<file path="config.mk">
export PLATFORM = sky130hd
export DESIGN_NAME = match_run_recorder_flat
export DESIGN_NICKNAME = d
export VERILOG_FILES = /design/src/rtl/match_run_recorder_if.sv /design/src/rtl/match_run_recorder.sv /design/src/flat_wrapper.sv
export SDC_FILE = /design/constraint.sdc
export NUM_CORES = 1
export LEC_CHECK = 0
export CORE_MARGIN = 1
export CORE_UTILIZATION = 45
export CTS_BUF_LIST = sky130_fd_sc_hd__clkbuf_4 sky130_fd_sc_hd__clkbuf_8
export DETAILED_ROUTE_END_ITERATION = 6
export PLACE_DENSITY = 0.78
export SETUP_SLACK_MARGIN = 0.1
export SLEW_MARGIN = 40
export SYNTH_ARGS = -nofsm -noshare
export SYNTH_HDL_FRONTEND = slang
export SYNTH_SLANG_ARGS = --single-unit
</file>
<file path="constraint.sdc">
create_clock -name clk -period 7.4 [get_ports clk]
set_input_delay 1.48 -clock clk [delete_from_list [all_inputs] [get_ports clk]]
set_output_delay 1.48 -clock clk [all_outputs]
set_load 0.05 [all_outputs]
</file>
<file path="src/rtl/match_run_recorder_if.sv">
// Bus between the run-length recorder, its upstream detector and the reading host.
// The slave modport is the recorder side. The master modport is the detector/host side.
interface match_run_recorder_if #(
  parameter int unsigned LEN_W = 8,
  parameter int unsigned CNT_W = 16
);
  logic             match;
  logic             in_idle;
  logic             rd_ready;
  logic             rd_valid;
  logic [LEN_W-1:0] rd_data;
  logic [CNT_W-1:0] run_count;
  logic             active;
  logic             overflow;
  logic             proto_err;

  modport slave (
    input  match, in_idle, rd_ready,
    output rd_valid, rd_data, run_count, active, overflow, proto_err
  );

  modport master (
    output match, in_idle, rd_ready,
    input  rd_valid, rd_data, run_count, active, overflow, proto_err
  );
endinterface

</file>
<file path="src/rtl/match_run_recorder.sv">
// Measures contiguous match runs from the run-of-equal-w detector and queues each length in a FIFO.
// It also keeps a saturating run counter and sticky overflow and protocol-error flags.
module match_run_recorder #(
  parameter int unsigned LEN_W = 8,
  parameter int unsigned DEPTH = 4,
  parameter int unsigned CNT_W = 16
) (
  input  logic                 clk,
  input  logic                 rst,
  match_run_recorder_if.slave  bus
);
  localparam int unsigned PTR_W = $clog2(DEPTH);

  localparam logic [0:0] ST_WAIT = 1'b0;
  localparam logic [0:0] ST_RUN  = 1'b1;

  logic [0:0]       r_state;
  logic [LEN_W-1:0] r_len;
  logic [PTR_W-1:0] r_wr_ptr;
  logic [PTR_W-1:0] r_rd_ptr;
  logic [PTR_W:0]   r_occ;
  logic [CNT_W-1:0] r_run_count;
  logic             r_overflow;
  logic             r_proto_err;
  logic [LEN_W-1:0] r_mem [DEPTH];

  logic w_push;
  logic w_pop;
  logic w_full;
  logic w_push_ok;
  logic w_rd_valid;

  assign w_rd_valid = (r_occ != '0);
  assign w_full     = (r_occ == (PTR_W+1)'(DEPTH));
  assign w_push     = (r_state == ST_RUN) && !bus.match;
  assign w_pop      = w_rd_valid && bus.rd_ready;
  // A simultaneous pop frees the head slot, so a push into a full FIFO still lands.
  assign w_push_ok  = w_push && (!w_full || w_pop);

  always_ff @(posedge clk) begin
    if (rst) begin
      r_state     <= ST_WAIT;
      r_len       <= '0;
      r_wr_ptr    <= '0;
      r_rd_ptr    <= '0;
      r_occ       <= '0;
      r_run_count <= '0;
      r_overflow  <= 1'b0;
      r_proto_err <= 1'b0;
    end else begin
      case (r_state)
        ST_WAIT: begin
          if (bus.match) begin
            r_state <= ST_RUN;
            r_len   <= LEN_W'(1);
          end
        end
        default: begin
          if (bus.match) begin
            if (r_len != '1)
              r_len <= r_len + LEN_W'(1);
          end else begin
            r_state <= ST_WAIT;
            r_len   <= '0;
          end
        end
      endcase

      if (w_push && r_run_count != '1)
        r_run_count <= r_run_count + CNT_W'(1);

      if (w_push && !w_push_ok)
        r_overflow <= 1'b1;

      if (bus.match && bus.in_idle)
        r_proto_err <= 1'b1;

      if (w_push_ok)
        r_wr_ptr <= r_wr_ptr + PTR_W'(1);
      if (w_pop)
        r_rd_ptr <= r_rd_ptr + PTR_W'(1);

      if (w_push_ok && !w_pop)
        r_occ <= r_occ + (PTR_W+1)'(1);
      else if (!w_push_ok && w_pop)
        r_occ <= r_occ - (PTR_W+1)'(1);
    end
  end

  always_ff @(posedge clk) begin
    if (!rst && w_push_ok)
      r_mem[r_wr_ptr] <= r_len;
  end

  assign bus.rd_valid  = w_rd_valid;
  assign bus.rd_data   = w_rd_valid ? r_mem[r_rd_ptr] : '0;
  assign bus.run_count = r_run_count;
  assign bus.active    = (r_state == ST_RUN);
  assign bus.overflow  = r_overflow;
  assign bus.proto_err = r_proto_err;
endmodule

</file>
<file path="src/flat_wrapper.sv">
// flat-port wrapper written by rule: the top's interface ports become plain ports
module match_run_recorder_flat 
#(
  parameter int unsigned LEN_W = 8,
  parameter int unsigned DEPTH = 4,
  parameter int unsigned CNT_W = 16
)
  (clk, rst, bus_match, bus_in_idle, bus_rd_ready, bus_rd_valid, bus_rd_data, bus_run_count, bus_active, bus_overflow, bus_proto_err);
  match_run_recorder_if #(.LEN_W(LEN_W), .CNT_W(CNT_W)) bus_i ();
  input  logic clk;
  input  logic rst;
  input wire logic [$bits(bus_i.match)-1:0] bus_match;
  input wire logic [$bits(bus_i.in_idle)-1:0] bus_in_idle;
  input wire logic [$bits(bus_i.rd_ready)-1:0] bus_rd_ready;
  output wire logic [$bits(bus_i.rd_valid)-1:0] bus_rd_valid;
  output wire logic [$bits(bus_i.rd_data)-1:0] bus_rd_data;
  output wire logic [$bits(bus_i.run_count)-1:0] bus_run_count;
  output wire logic [$bits(bus_i.active)-1:0] bus_active;
  output wire logic [$bits(bus_i.overflow)-1:0] bus_overflow;
  output wire logic [$bits(bus_i.proto_err)-1:0] bus_proto_err;
  assign bus_i.match = bus_match;
  assign bus_i.in_idle = bus_in_idle;
  assign bus_i.rd_ready = bus_rd_ready;
  assign bus_rd_valid = bus_i.rd_valid;
  assign bus_rd_data = bus_i.rd_data;
  assign bus_run_count = bus_i.run_count;
  assign bus_active = bus_i.active;
  assign bus_overflow = bus_i.overflow;
  assign bus_proto_err = bus_i.proto_err;
  match_run_recorder #(.LEN_W(LEN_W), .DEPTH(DEPTH), .CNT_W(CNT_W)) u_core (.clk(clk), .rst(rst), .bus(bus_i));
endmodule
</file>
==> metrics.md <==
| Metric | Value |
|---|---|
| Slew Viols, Final | 0 |
| DR vias | approximately 2,200 |
| Crit start category | primary input |
| Most common cell after layout, fill and taps aside | dfxtp_1 |
| Post-synthesis cell count | 260 |
| CP max-delay cell | clkdlybuf4s50_1 |
| Share of cells above drive strength 1 | 10.7% |
| First-pass GRT wire length | 9600 µm |
| All-Layer GR Usage | roughly 18% |
| HP Class | register to register |
| Clk pin slew, worst setup/hold paths | around 0.070 ns |
| Area contributors post-synth | edfxtp_1 32%, dfxtp_1 24%, mux4_2 6.0%, ha_1 2.9%, a21oi_1 2.2% |
| Area growth from synthesis to layout | 19.6% |
| Highest metal used | met4 |
| Initial core utilization | between 40% and 50% |
| Wirelength, routed | approximately 5800 µm |
| Fillers | a little over 500 |
| Die area | 7030 µm² |
| CP Data Required Time | about 7.7 ns |
| Initial antenna violation count | 0 |
| Clock Path Buffers | 2 |
| Setup violators final | 0 |
| Clock share of power | 31.0% |
| Placed Area | 3400 µm² |
| Largest net degree at the start of global routing | 30 |
| M1 WL | 2530 µm |
| Clock skew | 0.0102 ns |
| Slew margin rel. | ~53% |
| Diode count | 0 |
| Yosys top cell by area | edfxtp_1 |
| CP top delay family | simple AND/OR/NAND/NOR gates |
| CP Class | primary input to register |
| Cell internal pwr | 0.672 mW |
| Wire length on met2 | around 2900 µm |
| Synth Area in Compound Gates | 10.3% |
| Total CTS buffers | 9 |
| CTS tree | built |
| Tightest Pin Transition | slightly above 0.7 ns |
| DRC Markers | 6 |
| Combinational share of power | 26.0% |
| Post-CTS Resized | 0 |
| Crit-path max cell delay | around 0.55 ns |
| Net count, final | roughly 310 |
| Ports | 33 |
| Tcrit/Tclk final | a little over half |
| TNS Setup | 0 ns |
| P_sw | about 0.34 mW |
| Synth Flop Type | dfxtp_1 |
| Syn nets | approximately 270 |
| Length of routed met3 wiring | 312 µm |
| CTS Hold Bufs | 0 |
| RePlAce Congestion | a little under 0.9 |
| H-tree levels | 3 |
| Flops & latches, synth | between 60 and 70 |
| Share of the synthesized area in the top cell type | 31.9% |
| Synth Area in XOR/XNOR | under 10% |
| Setup Buffers After CTS | 0 |
| LEAKAGE | ~1.2 nW |
| Power Total | 1.01 mW |
| Simple-gate share of the synthesized area | a little under a fifth |
| Port-buffer cells | 32 |
| Final min period | slightly above 4 ns |
| Starting DRT DRC Count | roughly 110 |
| Buffers plus inverters on the worst setup path | 2 |
| Post-synth EDFFs | 32 |
| Failing checks | design-rule violations |
| Synthesized area | between 3000 and 4000 µm² |
| Yosys warns | 0 |
| CP Cell Sequence | clkdlybuf4s50_1 -> nand2b_1 -> nor2_1 -> ha_1 -> inv_1 -> fa_1 -> xor2_1 -> or3_1 -> a21oi_1 |
| Cell area after layout | roughly 3600 µm² |
| RSZ-0062 raised after global routing | false |
| Area share of fa/ha/maj cells after synthesis | between 3 and 4% |
| Worst Path Arrival | roughly 4.3 ns |
| Root Driver | clkbuf_8 |
| Sw Ratio | between 30 and 40% |
| Max frequency | 247 MHz |
| Final Hold Fails | 0 |
| Post-DR wirelength/cell | 15.4 µm |
| Sequential area share after synthesis | a little under three fifths |
| DR vias/cell | just under 6 |
| Core area | between 6000 and 7000 µm² |
| Crit end category | register |
| Crit-path max FO | 18 |
| Post-Syn Area per Cell | around 12 µm² |
| Mux contribution to synthesized area | slightly below 8% |
| Number of detailed-route iterations in the first pass | 6 |
| MaxCap Viol Count | 0 |
| Largest family of logic cells by synthesized area | simple AND/OR/NAND/NOR gates |
| Status | finished, violations left |
| Vias in the first global route | about 2,100 |
| Clock sink count | 68 |
| Die Wd | 83.8 µm |
| ANT nets after route | 0 |
| Ys async rst share | 0% |
| Synth unique cells | 48 |
| Clk_lat worst skew | approximately 0.35 ns |
| HPWL after detailed placement | ~3800 µm |
| Die height | ~84 µm |
| Hold slack | roughly 0.48 ns |
| Rows | 29 |
| Total overflow reported by the global router | 0 |
| Max VDD drop | ~110 µV |
| Sequential power share | between 40% and 50% |
| Power per cell area | roughly 280 nW/µm² |
| Most frequent cells in the layout | 36 x dfxtp_1, 32 x clkdlybuf4s50_1, 32 x edfxtp_1, 17 x nor2_1 |
## sequential cells by signal (all words and copies together), names as in the netlist, 2 cells and up, named ones only
signal and flops:
u_core.r_wr_ptr 2, u_core.r_mem 32, u_core.r_occ 3, u_core.r_rd_ptr 2, u_core.bus.run_count 16, u_core.r_len 8
## power groups by stage
| stage | Sequential, mW | Clock [mW] | Combinational (mW) |
|---|---|---|---|
| 4_1_cts | 0.436 | 0.319 | 0.267 |
| 2_1_floorplan | 0.432 | 0 | 0.205 |
| 3_3_place_gp | 0.443 | 0 | 0.262 |
| 6_report | 0.435 | 0.314 | 0.264 |
| 5_1_grt | 0.439 | 0.336 | 0.285 |
| 3_5_place_dp | 0.444 | 0 | 0.267 |
## synth_stat cells (4+ instances only)
cell / n
dfxtp_1: 36
edfxtp_1: 32
nor2_1: 17
a21oi_1: 13
nand2_1: 13
o21ai_0: 11
nand3_1: 10
and2_1: 9
and3_1: 8
clkbuf_1: 8
mux4_2: 8
ha_1: 7
nand4_1: 7
nor4_1: 7
o31ai_1: 7
inv_1: 6
or4_1: 6
or3_1: 5
nor3_1: 4
xor2_1: 4
## tightest hold or removal path: stages (launching register included)
cell	delay, ns
dfxtp_1	0.33
a21oi_1	0.04
nor2_1	0.07
## worst paths after layout
| check | endpoint | cells past startpoint | startpoint | slack [ns] |
|---|---|---|---|---|
| worst min register to register | u_core.bus.overflow | 2 | u_core.bus.overflow | 0.48 |
| worst min-delay path | u_core.bus.overflow | 2 | u_core.bus.overflow | 0.48 |
| worst max register to register | u_core.r_occ[2] | 8 | u_core.bus.active | 4.62 |
| worst max-delay path | u_core.r_occ[2] | 9 | bus_match | 3.34 |
## logic make-up after synthesis
kind of cell / Yosys count
AO/OA/AOI/OAI: 48
XOR/XNOR: 6
adder cells (fa/ha/maj): 8
buffers and inverters: 18
flip-flops: 68
multiplexers: 13
AND/OR/NAND/NOR: 99
## area by class of cell
class | count | area, µm² | share of cell area [%]
Clock buffer | 9 | 124 | 3.44
Clock inverter | 7 | 80.1 | 2.22
Inverter | 7 | 26.3 | 0.729
Multi-Input combinational cell | 174 | 1260 | 35.0
Sequential cell | 68 | 1680 | 46.6
Tap cell | 77 | 96.3 | 2.67
Timing Repair Buffer | 34 | 335 | 9.30
## layer usage
layer	up-vias	global-route usage, %
met1	1071	21.8
met5	-	0
met3	7	4.06
met2	60	29.0
met4	0	8.62
li1	1068	-
## per-stage QoR
stage / std cells / worst slack, ns / util [%]
after CTS: 376 / 3.37 / 56.1
after global placement: 360 / 3.17 / 53.0
after detailed placement: 360 / 3.02 / 53.0
after global routing: 376 / 3.13 / 56.1
final: 376 / 3.34 / 56.1
after floorplan: 260 / 3.67 / -
No activity file was read; power rests on OpenSTA's default activity.
==> RTL change 1 (config.mk and constraints unchanged) <==
`CNT_W` is set to 16 in 3 places; all go to 32.
--- a/src/rtl/match_run_recorder_if.sv
+++ b/src/rtl/match_run_recorder_if.sv
@@ -4,3 +4,3 @@
   parameter int unsigned LEN_W = 8,
-  parameter int unsigned CNT_W = 16
+  parameter int unsigned CNT_W = 32
 );
--- a/src/rtl/match_run_recorder.sv
+++ b/src/rtl/match_run_recorder.sv
@@ -5,3 +5,3 @@
   parameter int unsigned DEPTH = 4,
-  parameter int unsigned CNT_W = 16
+  parameter int unsigned CNT_W = 32
 ) (
--- a/src/flat_wrapper.sv
+++ b/src/flat_wrapper.sv
@@ -5,3 +5,3 @@
   parameter int unsigned DEPTH = 4,
-  parameter int unsigned CNT_W = 16
+  parameter int unsigned CNT_W = 32
 )
Ports: changed (resized bus_run_count); port bits go from 33 to 49. No check against the original RTL was run, so the function may have changed too.
==> RTL change 1 against the original RTL <==
Wire length up 35%; critical path depth down 6; sequential cell count up 16; clock power down 3%; total power up 7.9%; largest cell class unchanged; design area up 28%; worst setup slack better by 120 ps; global-route usage up 1.2 points; critical endpoint is now bus_rd_data[0]; die area up 28%; synthesized area up 28%.
==> RTL change 1: results <==
{
  "grt_pass1_vias": 2734,
  "wl_met1_mm": 3.570,
  "p_sw_frac": 0.3364,
  "critPathLaunchType": "register",
  "clk_pin_slew_ps": 90,
  "yosysTopAreaCell": "dfxtp_1",
  "ys_types": 44,
  "grt_use_met2": 0.3129,
  "r2r_slack_ps": 5010,
  "yosys-top-cells-area": "dfxtp_1 27%, edfxtp_1 25%, mux4_2 4.7%",
  "met2_length_mm": 3.832,
  "status": "finished clean",
  "drc_errors": 0,
  "drt_pass1_iterations": 4,
  "fillers": 705,
  "worst_pin_slew_ps": 585.4,
  "power_frac_comb": 0.245,
  "placed_cells": 500,
  "max_freq_mhz": 253.9,
  "routed_via_density": 5.500,
  "track_usage": 0.1875,
  "nets": 419,
  "synth_nets": 374,
  "power_switching_mw": 0.3677,
  "fin_skew_ps": 12.00,
  "routed_wl_mm": 7.803,
  "port_buffers": 48
}
## RTL change 1: cell count changes after synthesis, sizes merged, moves of 6 or more
cell	before	now
nand4	8	17
nor2	17	48
a2111oi	0	6
dfxtp	36	52
xnor2	2	20
a21oi	13	20
o31ai	7	0
## RTL change 1: worst max-delay path, stage by stage, from the launching register on
cell	delay, ps
dfxtp_1	670
mux4_2	580
and2_1	170
clkdlybuf4s50_1	690
## RTL change 1: final timing paths
| kind | cells after the start | endpoint |
|---|---|---|
| worst max-delay path | 3 | bus_rd_data[0] |
| worst min-delay path | 2 | u_core.bus.overflow$_SDFFE_PP0P_ |
| worst max register to register | 8 | u_core.r_occ[2]$_SDFFE_PP0P_ |
| worst min register to register | 2 | u_core.bus.overflow$_SDFFE_PP0P_ |
## RTL change 1: logic make-up after synthesis
| kind of cell | share of synthesized area |
|---|---|
| flip-flops | 0.5175 |
| AND/OR/NAND/NOR | 0.2109 |
| XOR/XNOR | 0.05660 |
| buffers and inverters | 0.03202 |
| adder cells (fa/ha/maj) | 0.02781 |
| AO/OA/AOI/OAI | 0.08636 |
| multiplexers | 0.06889 |
## RTL change 1: area by class of cell
| type | count | area, um^2 | share of cell area |
|---|---|---|---|
| clock buffers | 9 | 123.9 | 0.02692 |
| well taps | 105 | 131.4 | 0.02856 |
| clock inverters | 7 | 58.81 | 0.01278 |
| inverters | 10 | 37.54 | 0.008159 |
| multi-input cells | 250 | 1749 | 0.3802 |
| flip-flops and latches | 84 | 2002 | 0.4351 |
| repair buffers | 51 | 498.0 | 0.1082 |
==> RTL change 2 (same settings) <==
Without the edit above. Make the reset (`rst`) asynchronous in one clocked block.
--- a/src/rtl/match_run_recorder.sv
+++ b/src/rtl/match_run_recorder.sv
@@ -39,3 +39,3 @@
 
-  always_ff @(posedge clk) begin
+  always_ff @(posedge clk or posedge rst) begin
     if (rst) begin
Check against the original RTL: differs if rst is asserted again (counterexample within 4 cycles, from zero or initial values and one cycle with rst high); with rst held inactive, the same outputs for 10 cycles.
==> RTL change 2 against the original RTL <==
Design area decreased by 1.5%; cell count fell by 11%; non-clock buffer count fell by 1; total power rose by 25%; worst setup slack improved by 70 ps; wire length fell by 9.9%; synthesized area decreased by 1.7%; sequential power rose by 17%; sequential cell count decreased by 2; sequential share of layout area up 4.4 points; largest cell class unchanged.
==> RTL change 2: results <==
{
  "synth_nets": 228,
  "dpl_cell_area_mm2": 0.003351,
  "status": "finished clean",
  "critPathSlowestCell": "dfrtp_1",
  "seq_share": 0.5100,
  "power_frac_comb": 0.361,
  "yosysSeqAreaShare": 0.6117,
  "wire_per_inst_um": 15.51,
  "max_stage_delay_ps": 710,
  "clock_area_frac": 0.05671,
  "synth_compound_area_frac": 0.04098,
  "synth_top_flop_cell": "dfrtp_1",
  "synth-async-reset-ratio": 0.5152,
  "nets": 267,
  "routed_via_density": 5.411,
  "grt_pass1_vias": 1820,
  "path_class": "register to output port",
  "final.min_clock_period_ps": 3987,
  "power_clock_mw": 0.302,
  "r2r_start": "u_core.r_occ[0]$_DFFE_PP0P_",
  "grt_max_degree": 39,
  "rr_worst_depth": 6,
  "inverters": 5,
  "drt_pass1_iterations": 4,
  "leakage_nw": 1.345,
  "signal_buffers": 33,
  "synth_mux_area_frac": 0.07858,
  "synth_fa_ha_area_frac": 0.03633,
  "whs_endpoint": "u_core.bus.proto_err$_DFFE_PP0P_",
  "nonClkBufAreaFrac": 0.09229,
  "placed_cells": 320,
  "slew-limit-headroom": 0.5186,
  "routabilityCongestion": 0.8102,
  "multi_input_area_share": 0.3086,
  "crit_path_start": "u_core.r_rd_ptr[0]$_DFFE_PP0P_",
  "synthCells": 215,
  "ys_types": 40,
  "fin_skew_ps": 4.596,
  "seqCellArea_mm2": 0.001812,
  "pwr_density_cell_mw_per_mm2": 357.0,
  "path_delay_family": "flip-flops",
  "vdd_drop_max_v": 0.0002915,
  "place_ws_ps": 3523
}
RTL change 2: cell count changes after synthesis, sizes merged, moves of 4 or more:
cell | before | now
dfrtp | 0 | 34
xnor2 | 2 | 12
xor2 | 4 | 9
or4 | 9 | 1
dfxtp | 36 | 0
nor2 | 17 | 7
a21oi | 13 | 0
or3 | 5 | 1
o31ai | 7 | 0
clkbuf | 8 | 2
RTL change 2: kinds of logic after synthesis:
logic type	after synthesis
AO/OA/AOI/OAI	20
XOR/XNOR	21
buffers and inverters	10
multiplexers	13
AND/OR/NAND/NOR	77
adder cells (fa/ha/maj)	8
flip-flops	66
RTL change 2: per-layer routing:
| layer | wire length, um | part of all wire | GRT usage | vias to the layer above |
|---|---|---|---|---|
| met5 | 0 | 0 | 0 | - |
| met4 | 85 | 0.016 | 0.06583 | 0 |
| met3 | 192 | 0.037 | 0.05467 | 9 |
| met2 | 2546 | 0.49 | 0.2563 | 40 |
| met1 | 2388 | 0.46 | 0.2283 | 891 |
| li1 | - | - | - | 878 |
